**config.mk**
```make
export PLATFORM = sky130hd
export DESIGN_NAME = freq_gate_ctrl
export DESIGN_NICKNAME = d
export VERILOG_FILES = /design/src/rtl/freq_gate_ctrl.sv
export SDC_FILE = /design/constraint.sdc
export NUM_CORES = 1
export LEC_CHECK = 0
export CORE_MARGIN = 1
export CORE_UTILIZATION = 63
export CTS_CLUSTER_SIZE = 24
export DETAILED_ROUTE_END_ITERATION = 8
export PLACE_DENSITY = 0.86
export SYNTH_ARGS = -nofsm -noshare
export SYNTH_HDL_FRONTEND = slang
export SYNTH_SLANG_ARGS = --single-unit
```
**constraint.sdc**
```tcl
create_clock -name clk -period 4.2 [get_ports clk]
set_input_delay 0.63 -clock clk [delete_from_list [all_inputs] [get_ports clk]]
set_output_delay 0.63 -clock clk [all_outputs]
set_load 0.01 [all_outputs]
```
**src/rtl/freq_gate_ctrl.sv**
```systemverilog
// Gate-window sequencer: counts edge strobes over GATE_CYCLES clocks, then holds the count under valid/ready.
// Optional `AUTO_RESTART_EN selects continuous back-to-back windows instead of single-shot.
module freq_gate_ctrl #(
  parameter int unsigned GATE_CYCLES = 50_000_000,
  parameter int unsigned GATE_W      = 26,
  parameter int unsigned CNT_W       = 32
) (
  input  logic             clk,
  input  logic             rst_n,
  input  logic             start,
  input  logic             abort,
  input  logic             edge_in,
  input  logic             freq_ready,
  output logic             busy,
  output logic             gate_o,
  output logic [CNT_W-1:0] freq_o,
  output logic             freq_valid,
  output logic             overflow
);

  localparam logic [1:0] S_IDLE = 2'd0;
  localparam logic [1:0] S_ARM  = 2'd1;
  localparam logic [1:0] S_GATE = 2'd2;
  localparam logic [1:0] S_DONE = 2'd3;

  localparam logic [GATE_W-1:0] TIMER_LOAD = GATE_W'(GATE_CYCLES - 1);
  localparam logic [CNT_W-1:0]  CNT_MAX    = '1;

  logic [1:0]        state_q, state_d;
  logic [GATE_W-1:0] timer_q, timer_d;
  logic [CNT_W-1:0]  cnt_q, cnt_d;
  logic              sat_q, sat_d;
  logic [CNT_W-1:0]  freq_q, freq_d;
  logic              ovf_q, ovf_d;

  always_comb begin
    // NOTE: every next-state signal defaults to its register so no path can infer a latch.
    state_d = state_q;
    timer_d = timer_q;
    cnt_d   = cnt_q;
    sat_d   = sat_q;
    freq_d  = freq_q;
    ovf_d   = ovf_q;

    case (state_q)
      S_IDLE: begin
        if (start) state_d = S_ARM;
      end
      S_ARM: begin
        cnt_d   = '0;
        sat_d   = 1'b0;
        timer_d = TIMER_LOAD;
        state_d = S_GATE;
      end
      S_GATE: begin
        // Saturation flag records that at least one edge was lost at full scale.
        if (edge_in) begin
          if (cnt_q == CNT_MAX) sat_d = 1'b1;
          else                  cnt_d = cnt_q + 1'b1;
        end
        timer_d = timer_q - 1'b1;
        if (timer_q == '0) begin
          timer_d = '0;
          state_d = S_DONE;
          freq_d  = cnt_d;
          ovf_d   = sat_d;
        end
      end
      S_DONE: begin
        if (freq_ready) begin
`ifdef AUTO_RESTART_EN
          state_d = S_ARM;
`else
          state_d = S_IDLE;
`endif
        end
      end
      default: state_d = S_IDLE;
    endcase

    // Abort wins over everything and never publishes a partial window.
    if (abort) begin
      state_d = S_IDLE;
      freq_d  = freq_q;
      ovf_d   = ovf_q;
    end
  end

  always_ff @(posedge clk) begin
    // NOTE: state registers use non-blocking assignments so all updates see pre-edge values.
    if (!rst_n) begin
      state_q <= S_IDLE;
      timer_q <= '0;
      cnt_q   <= '0;
      sat_q   <= 1'b0;
      freq_q  <= '0;
      ovf_q   <= 1'b0;
    end else begin
      state_q <= state_d;
      timer_q <= timer_d;
      cnt_q   <= cnt_d;
      sat_q   <= sat_d;
      freq_q  <= freq_d;
      ovf_q   <= ovf_d;
    end
  end

  assign busy       = (state_q != S_IDLE);
  assign gate_o     = (state_q == S_GATE);
  assign freq_valid = (state_q == S_DONE);
  assign freq_o     = freq_q;
  assign overflow   = ovf_q;

endmodule

```
Word-level counts from Yosys, hierarchy flattened
Cells that the tools add are included.

operators by class
  bitwise logic cells = 2
  equality and inequality tests = 7
  add/sub/neg operators = 2
  reduce and logical (&&, ||, !) cells = 7
  mux-type cells = 12

operators with widths
  kind                   number
  $mux 32                2
  $pmux 32 s2            1
  $pmux 26 s2            1
  $add 32x1->32 const B  1
  $eq 32x32->1 const B   1
  $logic_not 26->1       1
  $mux 26                1
  $sub 26x1->26 const B  1
  $pmux 2 s4             1
  $mux 2                 3
  $reduce_and 3->1       2
  $eq 2x2->1 const B     2
  $ne 2x2->1 const B     2
  $reduce_bool 2->1      2
  $eq 2x1->1 const B     1
  $logic_not 2->1        1
  $mux 1                 2
  $ne 2x1->1 const B     1
  $not 1->1              2
  $pmux 1 s2             1
  $reduce_or 2->1        1

word-level totals
  flip-flop bits (word level) = 94
  input bits = 6
  output and inout bits = 36
  word-level logic and storage cells = 36

Logic depth before layout (Yosys ltp)
  depth after elaboration = 4
  gate-level depth with buffers = 10
  depth with buffers taken out = 8

Worst setup path after synthesis
No wires, ideal clock.

  path kind = flip-flop to flip-flop
  start = reg timer_q[20]
  end = reg state_q[1]
  arrival = 2.201 ns
  data required time = 4.086 ns
  setup slack = 1.885 ns
  cell stages (with the launch flop) = 8
  period minus slack after synthesis = 2.315 ns
  setup time = 0.114 ns
  path buffers = 1
  cell sequence = dfxtp_1 > or3_1 > or4_1 > or3_4 > buf_2 > a21oi_2 > mux2i_1 > nor2_1

between the ends
  cells in the longest elaborated chain, start to end = 3

RTL lines
  what                        line  source
  start, declared             30    logic [GATE_W-1:0] timer_q, timer_d;
  start signal, assigned      100   timer_q <= timer_d;
  $logic_not 26->1            62    if (timer_q == '0) begin
  $ne 2x1->1 (no line)        --
  $reduce_and 3->1 (no line)  --
  end signal, assigned        99    state_q <= state_d;
  end, declared               29    logic [1:0] state_q, state_d;

Every way passes these cells.
A chain may end at the register's enable or synchronous reset.

Worst setup path in the final report
  start = reg timer_q[0]
  end = reg timer_q[21]

between the ends
  cells in the longest elaborated chain, start to end = 3
  elaborated cells on any way between the ends = 4
  classes of those cells = add/sub (1); mux (2); reduce/logical (1)

RTL lines
  what                                                      line    source
  $sub 26x1->26 / $logic_not 26->1 (equally long branches)  61, 62
  $mux 26 *                                                 62
  $pmux 26 s2 *                                             45      case (state_q)

Every way passes the cells marked *; elsewhere a longest branch is shown, timed or not.

==> results.cfg <==
[floorplan]
floorplan.io_pins = 42
core_area_sq_um = 7687
initial_util = 0.6478
overall_die_width_microns = 90.91
rows = 32
die_ar_sq_um = 8264
floorplan.die.height_microns = 90.91

[finish]
area_delta_synth_final_pct = 12.69
n_antenna_cell = 0
multi_input_comb_area_sq_um = 2870
finalInstanceArea_sq_um = 5612
finalNetCount = 644
seqCellArea_sq_um = 1882
utilization = 0.7300
layout-drive-gt1-share = 0.05808
fill_cells = 624

[logic_synthesis]
synth_sequential_area_ratio = 0.3779
synth-seq-cells = 94
synthesized_instance_count = 615
netlist_area_sq_um = 4980
synth_top_cells_by_area = sky130_fd_sc_hd__dfxtp_1, sky130_fd_sc_hd__nor2_1, sky130_fd_sc_hd__o21ai_0
synth_top_cell_by_area = sky130_fd_sc_hd__dfxtp_1
synth_flop_cell = sky130_fd_sc_hd__dfxtp_1
synth_edf_count = 0
mappedNetlistNets = 627
yosys-top-cells-count = sky130_fd_sc_hd__dfxtp_1, sky130_fd_sc_hd__nor2_1, sky130_fd_sc_hd__nand2_1
synth-async-reset-ratio = 0
synthMostInstantiatedCell = sky130_fd_sc_hd__dfxtp_1
postSynthAreaPerCell_sq_um = 8.097
synth_largest_type_area_fraction = 0.3779
post_synth_num_cell_types = 59
yosys_warnings = 0

[worst_setup_path]
worstSetupStartpointType = flop
worst_path_dominant_cell_family = simple AND/OR/NAND/NOR gates
number_of_buffer_and_inverter_instances_along_the_worst_setup_path = 1
critical_path_required_ps = 4460
crit_slowest_cell = sky130_fd_sc_hd__nor3_2
critPathArrivalTime_ps = 3060
timing.critical_path.to_type = flop
timing.critical_path.fanout_max = 14
worst_path_largest_cell_delay_ps = 660
crit_type = reg2reg
crit_path_cell_trace = inv_1 -> ha_1 -> nor3b_1 -> or3b_1 -> nor3_2 -> or4_1 -> o21ai_0 -> a32o_1

[clocking]
path_clk_slew_ps = 90
cts.root.buffer_cell = sky130_fd_sc_hd__clkbuf_8
postCtsSetupRepairBufs = 0
cts-htree-levels = 3
cts_made_buffers = 9
clock_insertion_delay_worst_skew_ps = 360
hold_buffers = 0
tritoncts = yes
cts_resized = 0
cts_buffer_depth = 2
tritoncts_num_sinks = 94

[hold_path]
holdCritPathClass = reg2reg

[routing]
routed_via_density = 6.532
post-route-drc-count = 0
detailedRoute.firstPassIterationCount = 5
routed_wl_microns = 12470
detail-route-antenna-nets = 0
wire_per_inst_microns = 16.87
vias = 4827
first_iter_violations = 478

[outcome]
outcome = finished clean

[power]
p_leak_nw = 1.792
power.density_nw_per_um2 = 338.8
total_power_mw = 1.901
ir_worst_vdd_mv = 0.2080

[sta]
worst_clock_skew_ps = 9.779
setup_total_negative_slack_ps = 0
worst_slew_margin_rel = 0.4249
timing_max_transition_violations_final = 0
timing.final.setup_violations = 0
maxClockFrequency_mhz = 356.8
layout_worst_path_cycle_share = 0.6672
tightest_slew_ps = 861.7
hold_viol = 0
whs_ps = 472.7
rsz0062_at_grt = no
final_critical_path_time_including_i_o_delays_and_setup_ps = 2802

[global_route]
antenna_found_initial = 0
grt_max_degree = 57
first_global_vias = 4444
globalRoute.totalOverflow = 0
globalRouteTotalUtil = 0.3107
grt_pass1_wl_microns = 20910

[place]
port_buffers = 41
postPlaceCellArea_sq_um = 5395
dpl.hpwl_microns = 8327
gpl.final_weighted_congestion = 0.9151

[flow_run]
drv.max_cap_violation_count = 0
[power breakdown]
part | switching (mW) | internal, mW | total [mW]
clock | 0.309 | 0.353 | 0.662
combinational | 0.181 | 0.105 | 0.286
sequential | 0.0336 | 0.920 | 0.954
[kinds of logic after synthesis]
group,after synthesis,synth area share
simple gates,257,0.2744
flops,94,0.3779
buf+inv,54,0.04748
xor+xnor,32,0.05628
mux,4,0.008041
compound gates,168,0.2209
fa+ha+maj,6,0.01507
[tightest hold or removal path, stage by stage, from the launching register on]
cell,delay (ps)
sky130_fd_sc_hd__dfxtp_1,330
sky130_fd_sc_hd__a31oi_1,40
sky130_fd_sc_hd__nor2_1,70
[stage by stage]
stage	setup WS, ps	std cells
2_1_floorplan	1885	615
3_3_place_gp	1457	723
3_5_place_dp	1379	723
4_1_cts	1451	739
5_1_grt	1121	739
6_report	1398	739
[layout make-up]
type                       instances  share of cell area
tap                              102             0.02274
clock inverter                     3             0.01204
sequential                        94              0.3353
inverter                          10            0.006689
clock buffer                      13             0.02653
multi-input combinational        467              0.5115
timing repair buffer              50             0.08517
[sequential cells by signal, indices dropped and copies added (netlist names)]
signal and flops:
sat_q 1, timer_q 26, freq_o 32, overflow 1, cnt_q 32, state_q 2
[placed cells by master (no fill, tap or decap), types with 3 or more instances in the layout]
| cell | Yosys | routed |
|---|---|---|
| sky130_fd_sc_hd__a211oi_1 | 25 | 25 |
| sky130_fd_sc_hd__a21oi_1 | 36 | 36 |
| sky130_fd_sc_hd__a31oi_1 | 9 | 9 |
| sky130_fd_sc_hd__a32o_1 | 8 | 8 |
| sky130_fd_sc_hd__and2_1 | 5 | 5 |
| sky130_fd_sc_hd__and3_1 | 12 | 12 |
| sky130_fd_sc_hd__and4_1 | 3 | 3 |
| sky130_fd_sc_hd__buf_4 | 2 | 9 |
| sky130_fd_sc_hd__clkbuf_1 | 26 | 3 |
| sky130_fd_sc_hd__clkbuf_8 | 0 | 10 |
| sky130_fd_sc_hd__clkdlybuf4s50_1 | 0 | 41 |
| sky130_fd_sc_hd__dfxtp_1 | 94 | 94 |
| sky130_fd_sc_hd__ha_1 | 6 | 6 |
| sky130_fd_sc_hd__inv_1 | 9 | 9 |
| sky130_fd_sc_hd__mux2i_1 | 4 | 4 |
| sky130_fd_sc_hd__nand2_1 | 44 | 44 |
| sky130_fd_sc_hd__nand2b_1 | 6 | 6 |
| sky130_fd_sc_hd__nand3_1 | 17 | 17 |
| sky130_fd_sc_hd__nand4_1 | 15 | 15 |
| sky130_fd_sc_hd__nor2_1 | 67 | 67 |
| sky130_fd_sc_hd__nor2b_1 | 8 | 8 |
| sky130_fd_sc_hd__nor3_1 | 25 | 25 |
| sky130_fd_sc_hd__nor4_1 | 13 | 13 |
| sky130_fd_sc_hd__o211ai_1 | 5 | 5 |
| sky130_fd_sc_hd__o21a_1 | 4 | 4 |
| sky130_fd_sc_hd__o21ai_0 | 43 | 43 |
| sky130_fd_sc_hd__o22ai_1 | 4 | 4 |
| sky130_fd_sc_hd__o31a_1 | 8 | 8 |
| sky130_fd_sc_hd__o31ai_1 | 6 | 6 |
| sky130_fd_sc_hd__o41ai_1 | 4 | 4 |
| sky130_fd_sc_hd__or2_2 | 4 | 4 |
| sky130_fd_sc_hd__or3_1 | 14 | 14 |
| sky130_fd_sc_hd__or4_1 | 10 | 10 |
| sky130_fd_sc_hd__xnor2_1 | 13 | 13 |
| sky130_fd_sc_hd__xor2_1 | 19 | 19 |
[worst paths after layout]
check | cells after the start | slack, ps | startpoint | end
worst min register to register | 2 | 470 | sat_q | sat_q
worst min-delay path | 2 | 470 | sat_q | sat_q
worst max register to register | 8 | 1400 | timer_q[0] | timer_q[21]
worst max-delay path | 8 | 1400 | timer_q[0] | timer_q[21]
[metal layers]
layer / GRT usage / part of all wire
met1: 0.3846 / 0.42
met2: 0.5303 / 0.48
met3: 0.04798 / 0.070
met4: 0.1429 / 0.023
met5: 0 / 0
Power figures use the tool's default switching activity.
